[src/rtl/dsi_packet_assembler_pkg.sv]
// Shared types and constants for the DSI packet assembler.
// Holds the FSM encoding, the CRC seed and the header byte layout.
package dsi_pkg;

   typedef enum logic [1:0] {
      ST_IDLE = 2'd0,
      ST_HDR  = 2'd1,
      ST_PAY  = 2'd2,
      ST_CRC  = 2'd3
   } state_t;

   localparam logic [15:0] CRC_SEED_DEF = 16'hFFFF;

   localparam int HDR_DI    = 0;
   localparam int HDR_WC_LO = 1;
   localparam int HDR_WC_HI = 2;
   localparam int HDR_ECC   = 3;

   // Keep bytes 0..nm1 of a payload word, zero the rest.
   function automatic logic [31:0] pad_mask(input logic [31:0] d, input logic [1:0] nm1);
      logic [31:0] m;
      m = '0;
      for (int i = 0; i < 4; i++)
         if (i <= int'(nm1)) m[i*8 +: 8] = 8'hFF;
      return d & m;
   endfunction

endpackage

[src/rtl/dsi_packet_assembler_if.sv]
// Command, payload and output streams of the DSI packet assembler.
// master = front end / downstream side, slave = the assembler.
interface dsi_packet_assembler_if;
   logic        pkt_valid;
   logic        pkt_ready;
   logic [7:0]  pkt_data_id;
   logic [15:0] pkt_word_count;
   logic        pkt_long;
   logic [31:0] pl_data;
   logic        pl_valid;
   logic        pl_ready;
   logic [31:0] out_data;
   logic [1:0]  out_bytes;
   logic        out_last;
   logic        out_valid;
   logic        out_ready;

   modport master (
      output pkt_valid, pkt_data_id, pkt_word_count, pkt_long, pl_data, pl_valid, out_ready,
      input  pkt_ready, pl_ready, out_data, out_bytes, out_last, out_valid
   );

   modport slave (
      input  pkt_valid, pkt_data_id, pkt_word_count, pkt_long, pl_data, pl_valid, out_ready,
      output pkt_ready, pl_ready, out_data, out_bytes, out_last, out_valid
   );
endinterface

[src/rtl/dsi_packet_assembler_crc.sv]
// DSI payload checksum: CRC-16 x^16+x^12+x^5+1, LSB first, no final xor.
// Processes bytes 0..bytes_number of data_in per data_write.
module crc_calculator #(
   parameter logic [15:0] SEED = 16'hFFFF
) (
   input  logic        clk,
   input  logic        reset,
   input  logic        clear,
   input  logic        data_write,
   input  logic [1:0]  bytes_number,
   input  logic [31:0] data_in,
   output logic [15:0] crc_output_sync
);
   logic [15:0] crc_q, crc_n;

   always_comb begin
      crc_n = crc_q;
      for (int i = 0; i < 4; i++) begin
         if (i <= int'(bytes_number)) begin
            crc_n = crc_n ^ {8'h00, data_in[i*8 +: 8]};
            for (int b = 0; b < 8; b++)
               crc_n = crc_n[0] ? ((crc_n >> 1) ^ 16'h8408) : (crc_n >> 1);
         end
      end
   end

   always_ff @(posedge clk or posedge reset) begin
      if (reset)           crc_q <= SEED;
      else if (clear)      crc_q <= SEED;
      else if (data_write) crc_q <= crc_n;
   end

   assign crc_output_sync = crc_q;
endmodule

[src/rtl/dsi_packet_assembler_ecc.sv]
// DSI header ECC over {word_count, data_id}; Hamming-style parity P0..P5.
// P6/P7 are always zero.
module ecc_calc (
   input  logic [23:0] d,
   output logic [7:0]  ecc
);
   assign ecc[0] = ^(d & 24'hF12CB7);
   assign ecc[1] = ^(d & 24'hF2555B);
   assign ecc[2] = ^(d & 24'h749A6D);
   assign ecc[3] = ^(d & 24'hB8E38E);
   assign ecc[4] = ^(d & 24'hDF03F0);
   assign ecc[5] = ^(d & 24'hEFFC00);
   assign ecc[7:6] = 2'b00;
endmodule

[src/rtl/dsi_packet_assembler.sv]
// Assembles DSI packets: header (ID, WC, ECC), payload words and CRC footer.
// A single output register feeds the lane distributor with valid/ready flow control.
module dsi_packet_assembler
   import dsi_pkg::*;
#(
   parameter logic [15:0] CRC_SEED = CRC_SEED_DEF,
   parameter bit          ZERO_PAD = 1'b1
) (
   input  logic                   clk,
   input  logic                   reset,
   dsi_packet_assembler_if.slave  bus,
   output logic                   busy
);
   state_t      state, state_n;
   logic [7:0]  id_q;
   logic [15:0] wc_q;
   logic        long_q;
   logic [15:0] remaining;

   logic        load_en, pkt_hs, pl_hs;
   logic        ld, ld_last;
   logic [31:0] ld_data;
   logic [1:0]  ld_bytes, n_m1;
   logic [15:0] n_bytes;
   logic [7:0]  hdr_id, ecc;
   logic [15:0] hdr_wc, crc;
   logic        hdr_long;
   logic [31:0] hdr_word;

   assign load_en       = !bus.out_valid | bus.out_ready;
   assign bus.pkt_ready = (state == ST_IDLE) & !reset;
   assign pkt_hs        = bus.pkt_valid & bus.pkt_ready;
   assign bus.pl_ready  = (state == ST_PAY) & load_en;
   assign pl_hs         = bus.pl_valid & bus.pl_ready;
   assign busy          = (state != ST_IDLE);

   // Header built straight from the command in IDLE so back-to-back packets have no bubble.
   assign hdr_id   = (state == ST_IDLE) ? bus.pkt_data_id    : id_q;
   assign hdr_wc   = (state == ST_IDLE) ? bus.pkt_word_count : wc_q;
   assign hdr_long = (state == ST_IDLE) ? bus.pkt_long       : long_q;

   ecc_calc u_ecc (.d({hdr_wc, hdr_id}), .ecc(ecc));

   always_comb begin
      hdr_word = '0;
      hdr_word[HDR_DI*8    +: 8] = hdr_id;
      hdr_word[HDR_WC_LO*8 +: 8] = hdr_wc[7:0];
      hdr_word[HDR_WC_HI*8 +: 8] = hdr_wc[15:8];
      hdr_word[HDR_ECC*8   +: 8] = ecc;
   end

   assign n_m1    = (remaining > 16'd3) ? 2'd3 : 2'(remaining - 16'd1);
   assign n_bytes = {14'd0, n_m1} + 16'd1;

   crc_calculator #(.SEED(CRC_SEED)) u_crc (
      .clk             (clk),
      .reset           (reset),
      .clear           (pkt_hs),
      .data_write      (pl_hs),
      .bytes_number    (n_m1),
      .data_in         (bus.pl_data),
      .crc_output_sync (crc)
   );

   always_comb begin
      state_n  = state;
      ld       = 1'b0;
      ld_data  = '0;
      ld_bytes = '0;
      ld_last  = 1'b0;
      case (state)
         ST_IDLE, ST_HDR: begin
            if (state == ST_HDR || pkt_hs) begin
               if (load_en) begin
                  ld       = 1'b1;
                  ld_data  = hdr_word;
                  ld_bytes = 2'd3;
                  ld_last  = !hdr_long;
                  if (!hdr_long)            state_n = ST_IDLE;
                  else if (hdr_wc == 16'd0) state_n = ST_CRC;
                  else                      state_n = ST_PAY;
               end else begin
                  state_n = ST_HDR;
               end
            end
         end
         ST_PAY: begin
            if (pl_hs) begin
               ld       = 1'b1;
               ld_data  = ZERO_PAD ? pad_mask(bus.pl_data, n_m1) : bus.pl_data;
               ld_bytes = n_m1;
               state_n  = (remaining == n_bytes) ? ST_CRC : ST_PAY;
            end
         end
         ST_CRC: begin
            if (load_en) begin
               ld       = 1'b1;
               ld_data  = {16'h0000, crc};
               ld_bytes = 2'd1;
               ld_last  = 1'b1;
               state_n  = ST_IDLE;
            end
         end
         default: state_n = ST_IDLE;
      endcase
   end

   always_ff @(posedge clk or posedge reset) begin
      if (reset) state <= ST_IDLE;
      else       state <= state_n;
   end

   always_ff @(posedge clk or posedge reset) begin
      if (reset) begin
         id_q      <= '0;
         wc_q      <= '0;
         long_q    <= 1'b0;
         remaining <= '0;
      end else if (pkt_hs) begin
         id_q      <= bus.pkt_data_id;
         wc_q      <= bus.pkt_word_count;
         long_q    <= bus.pkt_long;
         remaining <= bus.pkt_word_count;
      end else if (pl_hs) begin
         remaining <= remaining - n_bytes;
      end
   end

   always_ff @(posedge clk or posedge reset) begin
      if (reset) begin
         bus.out_valid <= 1'b0;
         bus.out_data  <= '0;
         bus.out_bytes <= '0;
         bus.out_last  <= 1'b0;
      end else if (ld) begin
         bus.out_valid <= 1'b1;
         bus.out_data  <= ld_data;
         bus.out_bytes <= ld_bytes;
         bus.out_last  <= ld_last;
      end else if (bus.out_ready) begin
         bus.out_valid <= 1'b0;
      end
   end

endmodule

[src/flat_wrapper.sv]
// flat-port wrapper written by rule: the top's interface ports become plain ports
module dsi_packet_assembler_flat import dsi_pkg::*;
#(
   parameter logic [15:0] CRC_SEED = CRC_SEED_DEF,
   parameter bit          ZERO_PAD = 1'b1
)
  (clk, reset, busy, bus_pkt_valid, bus_pkt_data_id, bus_pkt_word_count, bus_pkt_long, bus_pl_data, bus_pl_valid, bus_out_ready, bus_pkt_ready, bus_pl_ready, bus_out_data, bus_out_bytes, bus_out_last, bus_out_valid);
  dsi_packet_assembler_if bus_i ();
  input  logic clk;
  input  logic reset;
  output logic busy;
  input wire logic [$bits(bus_i.pkt_valid)-1:0] bus_pkt_valid;
  input wire logic [$bits(bus_i.pkt_data_id)-1:0] bus_pkt_data_id;
  input wire logic [$bits(bus_i.pkt_word_count)-1:0] bus_pkt_word_count;
  input wire logic [$bits(bus_i.pkt_long)-1:0] bus_pkt_long;
  input wire logic [$bits(bus_i.pl_data)-1:0] bus_pl_data;
  input wire logic [$bits(bus_i.pl_valid)-1:0] bus_pl_valid;
  input wire logic [$bits(bus_i.out_ready)-1:0] bus_out_ready;
  output wire logic [$bits(bus_i.pkt_ready)-1:0] bus_pkt_ready;
  output wire logic [$bits(bus_i.pl_ready)-1:0] bus_pl_ready;
  output wire logic [$bits(bus_i.out_data)-1:0] bus_out_data;
  output wire logic [$bits(bus_i.out_bytes)-1:0] bus_out_bytes;
  output wire logic [$bits(bus_i.out_last)-1:0] bus_out_last;
  output wire logic [$bits(bus_i.out_valid)-1:0] bus_out_valid;
  assign bus_i.pkt_valid = bus_pkt_valid;
  assign bus_i.pkt_data_id = bus_pkt_data_id;
  assign bus_i.pkt_word_count = bus_pkt_word_count;
  assign bus_i.pkt_long = bus_pkt_long;
  assign bus_i.pl_data = bus_pl_data;
  assign bus_i.pl_valid = bus_pl_valid;
  assign bus_i.out_ready = bus_out_ready;
  assign bus_pkt_ready = bus_i.pkt_ready;
  assign bus_pl_ready = bus_i.pl_ready;
  assign bus_out_data = bus_i.out_data;
  assign bus_out_bytes = bus_i.out_bytes;
  assign bus_out_last = bus_i.out_last;
  assign bus_out_valid = bus_i.out_valid;
  dsi_packet_assembler #(.CRC_SEED(CRC_SEED), .ZERO_PAD(ZERO_PAD)) u_core (.clk(clk), .reset(reset), .bus(bus_i), .busy(busy));
endmodule
[config.mk]
export PLATFORM = sky130hd
export DESIGN_NAME = dsi_packet_assembler_flat
export DESIGN_NICKNAME = d
export VERILOG_FILES = /design/src/rtl/dsi_packet_assembler_pkg.sv /design/src/rtl/dsi_packet_assembler_if.sv /design/src/rtl/dsi_packet_assembler_crc.sv /design/src/rtl/dsi_packet_assembler_ecc.sv /design/src/rtl/dsi_packet_assembler.sv /design/src/flat_wrapper.sv
export SDC_FILE = /design/constraint.sdc
export NUM_CORES = 1
export LEC_CHECK = 0
export BUFFER_PORTS_ARGS = -buffer_cell sky130_fd_sc_hd__buf_2
export CAP_MARGIN = 20
export CORE_MARGIN = 2
export CORE_UTILIZATION = 54
export CTS_BUF_LIST = sky130_fd_sc_hd__clkbuf_8
export CTS_CLUSTER_DIAMETER = 60
export CTS_CLUSTER_SIZE = 12
export DETAILED_ROUTE_END_ITERATION = 10
export GPL_TIMING_DRIVEN = 0
export PLACE_DENSITY = 0.79
export SKIP_LAST_GASP = 1
export SLEW_MARGIN = 10
export SYNTH_ARGS = -nofsm -noshare
export SYNTH_HDL_FRONTEND = slang
export SYNTH_SLANG_ARGS = --single-unit
[constraint.sdc]
create_clock -name clk -period 4 [get_ports clk]
set_input_delay 0.6 -clock clk [delete_from_list [all_inputs] [get_ports clk]]
set_output_delay 0.6 -clock clk [all_outputs]
set_load 0.1 [all_outputs]
==> flow_summary.ini, run 1 <==
[synthesis]
synthArstFlopShare_pct = 100.0
synth_area_mm2 = 0.006883
synthCells = 723
synth_seq_cells = 95
synthDistinctLibCells = 54
synth_nets = 799
avgSynthCellArea_um2 = 9.520
ys_seq_area_share_pct = 34.83
synth_warnings = 0
synth_edf_count = 0
ys.flop_type = dfrtp_1

[drt]
firstDrtPassIters = 5
post_drt_wl_per_cell_um = 20.10
wirelength_um = 20770
num_vias = 6014
first_iter_violations = 465
routed.top_layer = met4
wl_met1_um = 8320
ant_nets = 0
routed-wl-met2_um = 10140
met3_length_um = 1423
vias_per_cell = 5.822
drc_errors = 0

[final_layout]
diodes = 0
final_nets = 932
multi_input_area_mm2 = 0.004547
fill_cells = 1049
area_delta_synth_final_pct = 20.34
drive_gt1_share_pct = 23.46
regArea_mm2 = 0.002397
fin_area_mm2 = 0.008283

[critical_path]
end_kind = flip-flop
cp_max_fo = 5
cpMostUsedCell = xnor3_1
slowest_delay_ns = 0.58
worstSetupPathType = flip-flop to flip-flop
reg2reg_setup_slack_ns = 0.05
worstPathArrival_ns = 4.29
reg2reg_depth = 11
r2r_end = u_core.u_crc.crc_output_sync[15]
crit_slowest_cell = dfstp_2
start_kind = flip-flop
worstPathRequired_ns = 4.34
r2r_start = u_core.u_crc.crc_output_sync[0]
worstPathCellList = xor2_2 -> xnor3_2 -> xor3_1 -> mux2i_4 -> xnor3_1 -> xnor3_1 -> mux2_4 -> xnor2_4 -> xnor2_2 -> a21oi_1 -> o22a_1

[clock_tree]
tritoncts = yes
clk_pin_slew_ns = 0.10
cts_root_buf = clkbuf_8
clockBufferDepth = 2
clk_latency_ns = 0.41
cts-buffers-inserted = 9
cts_hold_buf = 0
htree_levels = 3
clkSinkCount = 95

[sta]
worstMarginPinSlew_ns = 0.8831
hold_viol_final = 0
maxSlewViolCount = 0
min_period_ns = 3.953
slew_headroom_pct = 40.91
fmax_mhz = 253.0
rsz0062_at_grt = true
setup_violations = 0
clock_skew_ns = 0.01655
worst_slack_ns = 0.04674
fin_crit_sh_pct = 98.83

[floorplan]
core_mm2 = 0.01252
die_y_um = 116.9
die_area_mm2 = 0.01367
dieWidth_um = 116.9
start_util_pct = 54.99
ios = 101
floorplan.rows = 41

[placement]
place_ws_ns = -0.6329
port_buffers = 100
place_area_mm2 = 0.007652
dp_hpwl_um = 15700
gp_congestion = 0.9888

[hold_path]
worstHoldPathType = primary input to async pin

[grt]
grt_pass1_wl_um = 30960
antenna_found_initial = 0
grt_start_max_net_pins = 35
grtUsageTotal_pct = 30.74
gr-total-overflow = 0
grt_pass1_vias = 5781

[job]
maxCapViolations = 0

[outcome]
outcome = complete, no violations
[cells in the mapped netlist (4+ instances only)]
cell type	n	area share, %
nand2_1	133	7.3
xnor2_1	94	12
dfrtp_1	79	29
nor2_1	52	2.8
o21ai_0	44	3.2
mux2i_1	40	5.8
xor2_1	38	4.8
clkbuf_1	28	1.5
a22oi_1	23	2.5
o211ai_1	23	2.5
xnor3_1	20	6.5
a21oi_1	19	1.4
dfstp_2	16	6.1
ha_1	13	2.4
inv_1	9	0.49
nand3_1	9	0.65
a221o_1	8	1.2
nor3_1	8	0.58
a211oi_1	4	0.44
nand4_1	4	0.36
xnor2_2	4	0.95
xor3_1	4	1.4
[state kept, by name (all words and copies together) (netlist names)]
signal / count
u_core.remaining: 16
u_core.bus.out_valid: 1
u_core.bus.out_bytes: 2
u_core.id_q: 8
u_core.u_crc.crc_output_sync: 16
u_core.bus.out_last: 1
u_core.long_q: 1
u_core.wc_q: 16
u_core.bus.out_data: 32
u_core.state: 2
[metal layers]
metal	track usage, %	vias to the layer above
met4	14.12	0
met5	0	-
met3	5.407	60
met1	39.89	2920
li1	-	2773
met2	50.56	261
[layout make-up]
class                   count  share of cell area, %
plain buffers              31                  1.571
repair buffers            122                  8.384
clock buffers               9                  1.495
multi-input cells         585                  54.89
flip-flops and latches     95                  28.94
inverters                  12                 0.6798
clock inverters             7                  1.435
well taps                 172                  2.598
[cell usage in the layout, fill, tap and decap left out, types with 3 or more instances in the layout]
cell       instances
buf_1              3
dfrtp_1           79
clkbuf_8           9
xor2_1            35
o21a_1             3
xor3_1             4
mux2_2             3
a221o_1            8
ha_1              12
nor3_1             6
inv_1              8
mux2i_1           35
xnor3_1           19
a22oi_1           23
o311ai_0           3
nand4_1            4
nand3_1            9
xnor2_2            8
xnor2_4            3
o211ai_1          23
xor2_2             4
buf_4             19
clkbuf_1          25
nand2_1          132
bufinv_16          3
a21oi_1           19
buf_2            100
o21ai_0           42
nor2_1            48
xnor2_1           87
dfstp_2           16
and3_1             3
mux2i_4            5
nor2_2             3
[worst max-delay path, delay by kind of cell (launching register included)]
kind,cells,cell delay [ns]
flops,1,0.58
compound gates,2,0.37
mux,2,0.57
xor+xnor,7,2.35
[timing repair]
item / in CTS / in global routing
setup buffers: 9 / 11
setup endpoints to repair: 19 / 23
pin swaps: 5 / 13
resized for setup: 21 / 26
[worst max-delay path by stage]
stage,start,endpoint
finish,u_core.u_crc.crc_output_sync[0],u_core.u_crc.crc_output_sync[15]
global route,u_core.u_crc.crc_output_sync[0],u_core.u_crc.crc_output_sync[9]
CTS,u_core.state[1],u_core.bus.out_data[28]
detailed placement,u_core.remaining[6],u_core.u_crc.crc_output_sync[3]
global placement,reset,u_core.bus.out_data[22]
floorplan,u_core.remaining[6],u_core.u_crc.crc_output_sync[3]
[kinds of logic (layout without fill, tap and decap cells)]
kind of cell,count (synthesis),after routing,synth area share [%]
mux,46,46,7.053
flops,95,95,34.83
simple gates,222,222,13.25
xor+xnor,162,162,26.25
compound gates,140,140,13.56
fa+ha+maj,14,14,2.654
other cells,1,1,0.05448
buf+inv,43,181,2.345
[stage by stage]
step	utilization, %	cells	hold WS, ns	setup TNS, ns
6_report	66.17	1033	0.3128	0
5_1_grt	66.17	1033	0.3564	-0.3113
4_1_cts	64.49	1022	0.3238	0
3_5_place_dp	61.14	997	0.4616	-6.881
3_3_place_gp	60.82	995	0.4565	-33.60
2_1_floorplan	-	723	0.4450	0
Power of run 1 is not shown: default switching activity piles up to over one toggle a cycle in this logic, so the estimate is an artifact.
==> run 2, diff against run 1 <==
==> constraint.sdc (replaced) <==
create_clock -name clk -period 4 [get_ports clk]
set_input_delay 0.6 -clock clk [delete_from_list [all_inputs] [get_ports clk]]
set_output_delay 0.6 -clock clk [all_outputs]
set_load 0.005 [all_outputs]
==> flow_summary.ini, run 2 (synthesis results as in run 1) <==
[floorplan]
dieWidth_um = 116.9
die_y_um = 116.9
floorplan.rows = 41
core_mm2 = 0.01252
die_area_mm2 = 0.01367
start_util_pct = 54.99
ios = 101

[drt]
post_drt_wl_per_cell_um = 20.34
first_iter_violations = 659
wirelength_um = 20930
ant_nets = 0
num_vias = 6044
drc_errors = 0
firstDrtPassIters = 5
vias_per_cell = 5.874

[critical_path]
reg2reg_depth = 16
worstPathRequired_ns = 4.31
worstPathCellList = or4_4 -> nor2_4 -> nand4b_1 -> nor2_2 -> nand2_2 -> inv_2 -> ha_4 -> inv_8 -> mux2i_4 -> xnor3_1 -> xnor3_1 -> mux2_4 -> xnor2_4 -> xnor2_4 -> xnor2_1 -> a221oi_2
slowest_delay_ns = 0.57
worstPathArrival_ns = 4.31
crit_slowest_cell = or4_4
worstSetupPathType = flip-flop to flip-flop
end_kind = flip-flop
cp_max_fo = 5
start_kind = flip-flop

[grt]
grt_start_max_net_pins = 37
groute.layer.met2.usage_pct = 53.06
grt_pass1_wl_um = 31770
grt_pass1_vias = 5996
gr-usage-met3_pct = 5.922
grt_use_met1_pct = 39.80
antenna_found_initial = 0
top_usage_layer = met2
grtUsageTotal_pct = 31.40
gr-total-overflow = 0

[placement]
port_buffers = 100
dp_hpwl_um = 15990
place_ws_ns = -0.6391
gp_congestion = 1.007

[final_layout]
layout_commonest_cell = nand2_1
diodes = 0
final_nets = 928
area_delta_synth_final_pct = 19.87
layout_common_cells = 132 x nand2_1, 101 x buf_2, 86 x xnor2_1
top_register = u_core.bus.out_data
largest_reg_flops = 32
drive_gt1_share_pct = 23.34

[clock_tree]
tritoncts = yes
cts-buffers-inserted = 9
clkSinkCount = 95
clockBufferDepth = 2
htree_levels = 3
clk_latency_ns = 0.39
cts_root_buf = clkbuf_8
clk_pin_slew_ns = 0.10

[sta]
fmax_mhz = 249.6
clock_skew_ns = 0.01528
hold_viol_final = 0
setup_violations = 1
rsz0062_at_grt = true
slew_headroom_pct = 46.86
worstMarginPinSlew_ns = 0.7971
min_period_ns = 4.007
worst_slack_ns = -0.006960
maxSlewViolCount = 0
fin_crit_sh_pct = 100.2

[job]
maxCapViolations = 0

[outcome]
violations = setup timing
outcome = finished with violations

[hold_path]
worstHoldPathType = primary input to async pin
## run 2: cell count changes in the layout (fill, tap and decap cells not counted), sizes merged
cell      before  now
clkinv         2    5
inv           12   11
buf          126  123
bufinv         3    2
clkinvlp       2    1
clkbuf        36   35
## run 2: metrics by stage
step	cells	area [um^2]	hold WS, ns	TNS [ns]	util, %
2_1_floorplan	723	6892	0.4450	0	-
4_1_cts	1019	8051	0.1502	-0.1603	64.32
3_5_place_dp	998	7675	0.4656	-6.688	61.32
6_report	1029	8250	0.1536	-0.006960	65.91
3_3_place_gp	995	7607	0.4557	-31.31	60.78
5_1_grt	1029	8250	0.1640	-1.122	65.91
## run 2: final timing paths
kind                                           from                         endpoint  slack [ns]
worst max register to register  u_core.remaining[6]  u_core.u_crc.crc_output_sync[3]      -0.007
worst min register to register       u_core.wc_q[6]                   u_core.wc_q[6]        0.49
max in group asynchronous                     reset  u_core.u_crc.crc_output_sync[2]        3.07
worst max-delay path            u_core.remaining[6]  u_core.u_crc.crc_output_sync[3]      -0.007
min in group clk                 bus_pkt_data_id[0]                   u_core.id_q[0]        0.44
worst min-delay path                          reset                  u_core.wc_q[12]        0.15
## run 2: metal layers
metal | vias up | share of wire [%] | routed length, um
li1 | 2754 | - | -
met1 | 2917 | 38 | 8001
met2 | 302 | 49 | 10330
met3 | 71 | 8.3 | 1727
met4 | 0 | 4.2 | 877
met5 | - | 0 | 0
## run 2: worst max-delay path, delay by kind of cell, from the launching register on
| family | cells | cell delay (ns) |
|---|---|---|
| mux | 2 | 0.50 |
| buf+inv | 2 | 0.16 |
| simple gates | 5 | 1.18 |
| xor+xnor | 5 | 1.27 |
| compound gates | 1 | 0.23 |
| flops | 1 | 0.39 |
| fa+ha+maj | 1 | 0.18 |
## run 2: timing repair
action	CTS	global route
hold buffers	0	0
cloned	0	0
resized for setup	23	27
endpoints found under the setup margin	20	19
pin swaps	3	14
buffers inserted	5	10
## run 2: cell type report
| type | instances | area [um^2] |
|---|---|---|
| inverter | 12 | 56.30 |
| multi-input combinational | 585 | 4559 |
| buffer | 31 | 130.1 |
| clock buffer | 9 | 123.9 |
| clock inverter | 7 | 87.58 |
| sequential | 95 | 2397 |
| tap | 172 | 215.2 |
| timing repair buffer | 118 | 680.7 |
| fill | 1059 | 4267 |
Power of run 2 is left out for the same reason.
==> run 3, diff against run 2 <==
Settings changed: BUFFER_PORTS_ARGS -buffer_cell sky130_fd_sc_hd__buf_2 to default, CORE_UTILIZATION 54 to 55, CTS_CLUSTER_DIAMETER 60 to 30, DONT_BUFFER_PORTS from default to 1, PLACE_DENSITY 0.79 to 0.73.
==> flow_summary.ini, run 3 (synthesis results as in run 1) <==
[sta]
fmax_mhz = 255.9
setup_violations = 0
worstMarginPinSlew_ns = 0.9047
clock_skew_ns = 0.02295
maxSlewViolCount = 0
slew_headroom_pct = 39.55
min_period_ns = 3.908
fin_crit_sh_pct = 97.70
rsz0062_at_grt = true
hold_viol_final = 0

[final_layout]
drive_gt1_share_pct = 15.26
layout_commonest_cell = nand2_1
area_delta_synth_final_pct = 14.56
top_register = u_core.bus.out_data
fill_cells = 1021
diodes = 0
fin_area_mm2 = 0.007885
finalNonFillerCells = 948
layout_common_cells = 132 x nand2_1, 87 x xnor2_1, 78 x dfrtp_1
largest_reg_flops = 32
final_nets = 851

[floorplan]
die_y_um = 115.9
die_area_mm2 = 0.01342
start_util_pct = 56.83
floorplan.rows = 40
ios = 101
core_mm2 = 0.01211
dieWidth_um = 115.9

[critical_path]
worstPathArrival_ns = 4.23
cp_max_fo = 4
worstPathRequired_ns = 4.32
reg2reg_setup_slack_ns = 0.09
start_kind = flip-flop
end_kind = flip-flop
worstSetupPathType = flip-flop to flip-flop

[grt]
grtUsageTotal_pct = 32.65
gr-total-overflow = 0
grt_start_max_net_pins = 38
antenna_found_initial = 0
grt_pass1_vias = 5802
grt_pass1_wl_um = 32300

[placement]
port_buffers = 0
gp_congestion = 0.9609
place_area_mm2 = 0.007142
dp_cells = 893
dp_hpwl_um = 16180

[clock_tree]
clk_pin_slew_ns = 0.11
clk_latency_ns = 0.40
cts_root_buf = clkbuf_8
tritoncts = yes
clockBufferDepth = 2
clkSinkCount = 95
cts_hold_buf = 0
htree_levels = 3
cts-buffers-inserted = 9

[drt]
wirelength_um = 21460
firstDrtPassIters = 5
drc_errors = 0
ant_nets = 0
post_drt_wl_per_cell_um = 22.64
first_iter_violations = 567
num_vias = 5785
vias_per_cell = 6.102

[hold_path]
worstHoldPathType = primary input to async pin

[outcome]
outcome = complete, no violations

[job]
maxCapViolations = 0
-- run 3: routing by layer --
| layer | share of wire, % | wire length (um) | global-route usage, % | vias to the layer above |
|---|---|---|---|---|
| met1 | 39 | 8447 | 41.28 | 2827 |
| met5 | 0 | 0 | 0 | - |
| met4 | 4.9 | 1052 | 16.19 | 0 |
| met3 | 8.1 | 1746 | 7.531 | 69 |
| met2 | 48 | 10210 | 52.94 | 270 |
| li1 | - | - | - | 2619 |
-- run 3: worst paths after layout --
check / from / end / depth (start not counted)
worst max-delay path: u_core.u_crc.crc_output_sync[0] / u_core.u_crc.crc_output_sync[9] / 11
worst min-delay path: reset / u_core.wc_q[6] / 1
worst max register to register: u_core.u_crc.crc_output_sync[0] / u_core.u_crc.crc_output_sync[9] / 11
worst min register to register: u_core.wc_q[4] / u_core.wc_q[4] / 2
max in group asynchronous: reset / u_core.u_crc.crc_output_sync[15] / 3
min in group clk: bus_pkt_data_id[5] / u_core.id_q[5] / 2
-- run 3: repair_timing --
item                       4_1_cts  5_1_grt
setup endpoints to repair       18       20
gates resized for setup         24       23
gates cloned                     0        0
pin swaps                        3       15
setup buffers                   27       14
-- run 3: cell type report --
cell class	instances	area [um^2]	area share, %
inverter	12	56.30	0.7141
clock inverter	7	86.33	1.095
clock buffer	9	123.9	1.571
buffer	31	128.9	1.634
timing repair buffer	41	336.6	4.268
sequential	95	2399	30.42
tap	168	210.2	2.666
multi-input combinational	585	4544	57.63
-- run 3: worst max-delay path: stages, from the launching register on --
cell,delay (ns)
dfstp_2,0.58
xor2_2,0.27
xnor3_1,0.52
xnor2_1,0.34
xnor3_1,0.49
o21ai_1,0.27
mux2i_2,0.38
xor2_1,0.28
xnor2_1,0.24
xnor2_1,0.16
mux2i_1,0.10
a21oi_1,0.19
-- run 3: per-stage QoR --
step	setup slack (ns)	hold WS (ns)	util, %	TNS [ns]
2_1_floorplan	0.03094	0.4450	-	0
3_5_place_dp	-0.6156	0.4623	58.97	-6.249
6_report	0.09208	0.1172	65.10	0
3_3_place_gp	-0.5760	0.4571	58.64	-25.05
4_1_cts	0.01160	0.1255	63.58	0
5_1_grt	-0.07043	0.1521	65.10	-0.1584
Power of run 3 is left out for the same reason.
